==> src/rtl/fc_layer_engine.sv <==
// Fully connected layer engine: one MAC per cycle over N_IN inputs for each of
// N_OUT neurons, with rounding, bias, saturation, optional ReLU and a running argmax.
module fc_layer_engine #(
  parameter int unsigned DATA_W = 16,
  parameter int unsigned FRAC_W = 8,
  parameter int unsigned N_IN   = 256,
  parameter int unsigned N_OUT  = 128,
  parameter int unsigned ACC_W  = 2 * DATA_W + $clog2(N_IN),
  localparam int unsigned IN_AW  = $clog2(N_IN),
  localparam int unsigned W_AW   = $clog2(N_IN * N_OUT),
  localparam int unsigned OUT_AW = $clog2(N_OUT)
) (
  input  logic                     clk,
  input  logic                     rst,
  input  logic                     start,
  input  logic                     relu_en,
  input  logic                     abort,
  output logic [IN_AW-1:0]         in_addr,
  input  logic signed [DATA_W-1:0] in_data,
  output logic [W_AW-1:0]          w_addr,
  input  logic signed [DATA_W-1:0] w_data,
  output logic [OUT_AW-1:0]        b_addr,
  input  logic signed [DATA_W-1:0] b_data,
  output logic                     out_we,
  output logic [OUT_AW-1:0]        out_addr,
  output logic [DATA_W-1:0]        out_data,
  output logic                     busy,
  output logic                     done,
  output logic [OUT_AW-1:0]        max_class,
  output logic signed [DATA_W-1:0] max_val
);

  localparam int unsigned PROD_W = 2 * DATA_W;
  localparam int unsigned SUM_W  = ACC_W + 1;
  localparam logic [IN_AW-1:0]  LAST_J = IN_AW'(N_IN - 1);
  localparam logic [OUT_AW-1:0] LAST_K = OUT_AW'(N_OUT - 1);
  localparam logic signed [SUM_W-1:0] RND   = SUM_W'(2 ** (FRAC_W - 1));
  localparam logic signed [SUM_W-1:0] Y_MAX = SUM_W'(2 ** (DATA_W - 1) - 1);
  localparam logic signed [SUM_W-1:0] Y_MIN = -SUM_W'(2 ** (DATA_W - 1));

  typedef enum logic [2:0] {S_IDLE, S_MAC, S_DRAIN, S_POST, S_DONE} state_e;

  state_e                    state_q, state_d;
  logic                      relu_q;
  logic signed [ACC_W-1:0]   acc_q;
  logic                      abort_c;
  logic signed [PROD_W-1:0]  prod_c;
  logic signed [ACC_W-1:0]   acc_sum_c;
  logic signed [SUM_W-1:0]   rnd_c;
  logic signed [SUM_W-1:0]   ysum_c;
  logic signed [DATA_W-1:0]  sat_c;
  logic signed [DATA_W-1:0]  y_c;

  assign abort_c = abort && (state_q != S_IDLE);

  // Product of the data returned for last cycle's address, and the neuron result path.
  always_comb begin
    prod_c    = PROD_W'(in_data) * PROD_W'(w_data);
    acc_sum_c = acc_q + ACC_W'(prod_c);
    rnd_c     = (SUM_W'(acc_sum_c) + RND) >>> FRAC_W;
    ysum_c    = rnd_c + SUM_W'(b_data);
    if (ysum_c > Y_MAX) begin
      sat_c = {1'b0, {(DATA_W-1){1'b1}}};
    end else if (ysum_c < Y_MIN) begin
      sat_c = {1'b1, {(DATA_W-1){1'b0}}};
    end else begin
      sat_c = DATA_W'(ysum_c);
    end
    y_c = (relu_q && sat_c[DATA_W-1]) ? '0 : sat_c;
  end

  always_comb begin
    state_d = state_q;
    case (state_q)
      S_IDLE:  if (start && !abort) state_d = S_MAC;
      S_MAC:   if (in_addr == LAST_J) state_d = S_DRAIN;
      S_DRAIN: state_d = S_POST;
      S_POST:  state_d = (b_addr == LAST_K) ? S_DONE : S_MAC;
      S_DONE:  state_d = S_IDLE;
      default: state_d = S_IDLE;
    endcase
    if (abort_c) state_d = S_IDLE;
  end

  always_ff @(posedge clk or posedge rst) begin
    if (rst) state_q <= S_IDLE;
    else     state_q <= state_d;
  end

  // in_addr doubles as the input index j and b_addr as the neuron index k.
  always_ff @(posedge clk or posedge rst) begin
    if (rst) begin
      in_addr   <= '0;
      w_addr    <= '0;
      b_addr    <= '0;
      out_we    <= 1'b0;
      out_addr  <= '0;
      out_data  <= '0;
      busy      <= 1'b0;
      done      <= 1'b0;
      max_class <= '0;
      max_val   <= '0;
      acc_q     <= '0;
      relu_q    <= 1'b0;
    end else begin
      out_we <= 1'b0;
      done   <= 1'b0;
      if (abort_c) begin
        busy <= 1'b0;
      end else begin
        case (state_q)
          S_IDLE: begin
            if (start && !abort) begin
              relu_q  <= relu_en;
              busy    <= 1'b1;
              in_addr <= '0;
              w_addr  <= '0;
              b_addr  <= '0;
              acc_q   <= '0;
            end
          end
          S_MAC: begin
            if (in_addr != '0) acc_q <= acc_sum_c;
            if (in_addr != LAST_J) begin
              in_addr <= in_addr + IN_AW'(1);
              w_addr  <= w_addr + W_AW'(1);
            end
          end
          S_DRAIN: begin
            // Result is registered here so the write strobe is high during POST.
            acc_q    <= acc_sum_c;
            out_we   <= 1'b1;
            out_addr <= b_addr;
            out_data <= y_c;
            if ((b_addr == '0) || (y_c > max_val)) begin
              max_class <= b_addr;
              max_val   <= y_c;
            end
          end
          S_POST: begin
            if (b_addr == LAST_K) begin
              done <= 1'b1;
              busy <= 1'b0;
            end else begin
              in_addr <= '0;
              w_addr  <= w_addr + W_AW'(1);
              b_addr  <= b_addr + OUT_AW'(1);
              acc_q   <= '0;
            end
          end
          default: ;
        endcase
      end
    end
  end

endmodule

==> config.mk <==
export PLATFORM = sky130hd
export DESIGN_NAME = fc_layer_engine
export DESIGN_NICKNAME = d
export VERILOG_FILES = /design/src/rtl/fc_layer_engine.sv
export SDC_FILE = /design/constraint.sdc
export NUM_CORES = 1
export LEC_CHECK = 0
export CORE_UTILIZATION = 40
export DETAILED_ROUTE_END_ITERATION = 10
export GPL_TIMING_DRIVEN = 0
export SYNTH_ARGS = -nofsm -noshare
export SYNTH_HDL_FRONTEND = slang
export SYNTH_SLANG_ARGS = --single-unit
export TNS_END_PERCENT = 50
==> constraint.sdc <==
create_clock -name clk -period 13.8 [get_ports clk]
set_clock_uncertainty 0.15 [all_clocks]
set_input_delay 3.45 -clock clk [delete_from_list [all_inputs] [get_ports clk]]
set_output_delay 3.45 -clock clk [all_outputs]
set_load 0.05 [all_outputs]
==> qor.yml <==
yosys:
  syn_inst: 2326
  synth_top_family_by_area: "adder cells"
  yosys.area_share.simple: 0.174
  yosysWarningCount: 0
  yosys.cell_types.count: 88
  synth_area_um2: 20900
  synth_adder_area_share: 0.418
  synthMuxAreaShare: 0.00621
  synth_seq_area_share: 0.147
  synth-compound-area-share: 0.114
  synth_edf_count: 0
  ys_ff_latch: 123
  syn-num-nets: 2880
  synth-xor-area-share: 0.0472
  synth_flop_cell: "dfrtp_1"
  synth.avg_cell_area_um2: 9.01
  ys_async_sr_fraction: 1.00
finish:
  fill_cells: 4821
  postLayoutCoreUtil: 0.515
  antenna_cells: 0
  syn2layout_area_growth_pct: 26.7
  final_layout_size_suffix_gt1_frac: 0.193
  nets: 3166
  final_cell_count_no_fill: 3305
clock_tree:
  worstSkewPairLatency_ps: 450
  cts_max_level: 4
  cts_tree: "built"
  clk_pin_slew_ps: 60
  clockBufferDepth: 2
  cts_sinks: 123
  cts-buffers-inserted: 17
  cts_hold_buf: 0
  cts_root_buffer: "clkbuf_16"
setup_path:
  critPathMostFrequentCell: "fa_1"
  crit_path_end_kind: "flip-flop"
  arrival_ps: 14550
  path_buf_inv: 12
  crit_slowest_cell: "fa_1"
  critPathLaunchType: "primary input"
  max_stage_delay_ps: 540
  cp_max_fo: 7
  path_class: "primary input to flip-flop"
  critPathRequiredTime_ps: 13970
  cp_top_family: "adder cells"
drt:
  wl_per_cell_um: 18.8
  drc: 0
  drtIter0Drc: 767
  final_antenna_net_count: 0
  vias: 17000
  drt_wl_total_mm: 62.2
  avgViaCountPerCell: 5.15
  firstDrtPassIters: 6
grt:
  grt_pass1_vias: 18700
  grt_max_degree: 91
  grt_pass1_wl_mm: 103
  antenna_found_initial: 0
  grt_use_total: 0.245
  overflow: 0
sta:
  tns_ps: -12590
  slew_violations: 0
  finalHoldViolCount: 0
  setup_violations: 23
  rsz0062_at_grt: "true"
  layout_min_cycle_time_ps: 14380
  setup_ws_ps: -584
  fmax_mhz: 69.5
  hold_slack_ps: 338
  tightestPinTransition_ps: 1190
  slew_headroom: 0.199
  fin_crit_sh: 1.04
floorplanning:
  fp.coreArea_um2: 51500
  die_y_um: 231
  rows: 83
  die-area_um2: 53300
  die-width_um: 231
  initial_core_util: 0.407
  io_pins: 132
place:
  hpwl_mm: 49.2
  gp_congestion: 0.928
  port_buffers: 130
  placed_cells: 3137
hold_path:
  min_path_type: "flip-flop to flip-flop"
run_status:
  outcome: "finished with violations"
  violations: "negative setup slack"
run:
  max_cap_viol_count: 0
## sequential cells by signal, summed over array words and instances (netlist names)
signal     cells
acc_q         40
b_addr         7
busy           1
done           1
in_addr        8
max_class      7
max_val       16
out_addr       7
out_data      16
out_we         1
relu_q         1
state_q        3
w_addr        15
## cell families (layout without fill, tap and decap cells)
| kind of cell | Yosys count | in the layout |
|---|---|---|
| buf+inv | 511 | 810 |
| mux | 12 | 12 |
| compound gates | 348 | 348 |
| fa+ha+maj | 501 | 501 |
| simple gates | 719 | 719 |
| xor+xnor | 112 | 112 |
| flops | 123 | 123 |
## cells in the mapped netlist, types with 5 or more instances
cell type    n  area share
a21oi_1     76       0.018
nor2_1     121       0.022
ha_1       170        0.10
nand2_1    268       0.048
nor3_1      34      0.0081
o21a_1      16      0.0057
nor2_8       5      0.0048
and4_1       7      0.0029
nand3_1     38      0.0091
o21ai_1     31      0.0074
clkbuf_1    60       0.011
o31ai_1      5      0.0018
fa_1       331        0.32
nor2_4       6      0.0032
nand4_1     27      0.0081
o21bai_1     9      0.0032
and3_1      13      0.0039
buf_2        7      0.0017
dfrtp_1    123        0.15
o21ai_0     63       0.015
o211ai_1    13      0.0047
a211oi_1     8      0.0029
xnor2_1     65       0.027
or3_1        5      0.0015
a22o_1      33       0.014
a21boi_0     5      0.0018
nor2b_1      7      0.0021
mux2_2       8      0.0043
a31oi_1     10      0.0030
nand2b_1    16      0.0048
o2111ai_1    6      0.0025
or2_2        8      0.0024
inv_1      435       0.078
xor2_1      46       0.019
nor4_1       8      0.0024
and2_1     126       0.038
a21o_1      24      0.0086
## cell type report
class	instances	area (um2)	area share
repair buffers	269	2460	0.0926
well taps	680	851	0.0321
clock inverters	15	171	0.00646
inverters	437	1660	0.0626
repair inverters	1	7.51	0.000283
plain buffers	71	795	0.0299
flip-flops and latches	123	3080	0.116
clock buffers	17	425	0.0160
multi-input cells	1692	17100	0.644
## cell usage in the layout, fill, tap and decap left out, drive strengths merged, types with 27 or more instances in the layout
cell type      count
o21ai             96
nand3             41
a22o              33
and2             126
inv              444
nor3              38
a21oi             81
ha               170
xnor2             66
nor2             132
nand2            268
buf              192
clkbuf            66
fa               331
clkdlybuf4s50     98
nand4             27
dfrtp            123
xor2              46
## worst min-delay path: cells and delay by family, from the launching register on
kind            cells  cell delay, ps
compound gates      1              60
simple gates        1              50
flops               1             350
## routing by layer
layer | vias up | wire, um | part of all wire | GRT usage
met1 | 8530 | 26500 | 0.43 | 0.316
met4 | 0 | 1980 | 0.032 | 0.0764
met3 | 109 | 2660 | 0.043 | 0.0343
met5 | - | 0 | 0 | 0
met2 | 376 | 31100 | 0.50 | 0.424
li1 | 8010 | - | - | -
## worst paths after layout
path | startpoint | endpoint | slack [ps] | cells past startpoint
max | w_data[4] | max_val[2]$_DFFE_PP0P_ | -580 | 52
min | max_class[0]$_DFFE_PP0P_ | max_class[0]$_DFFE_PP0P_ | 340 | 2
max reg2reg | acc_q[3]$_DFFE_PP0P_ | max_val[2]$_DFFE_PP0P_ | 3060 | 48
min reg2reg | max_class[0]$_DFFE_PP0P_ | max_class[0]$_DFFE_PP0P_ | 340 | 2
max in group asynchronous | rst | acc_q[23]$_DFFE_PP0P_ | 9470 | 3
min in group asynchronous | rst | in_addr[3]$_DFFE_PP0P_ | 3210 | 2
## timing repair
item,4_1_cts,5_1_grt
gates cloned,5,3
gates resized for setup,383,90
pin swaps,132,64
setup endpoints to repair,38,23
setup buffers,101,30
## metrics by stage
stage	instance area (um2)	setup WS (ps)
2_1_floorplan	21500	-257
3_3_place_gp	23600	-2940
3_5_place_dp	23700	-3040
4_1_cts	26000	-485
5_1_grt	26500	-1060
6_report	26500	-584
Power is not shown: default switching activity piles up to over one toggle a cycle in this logic, so the estimate is an artifact.
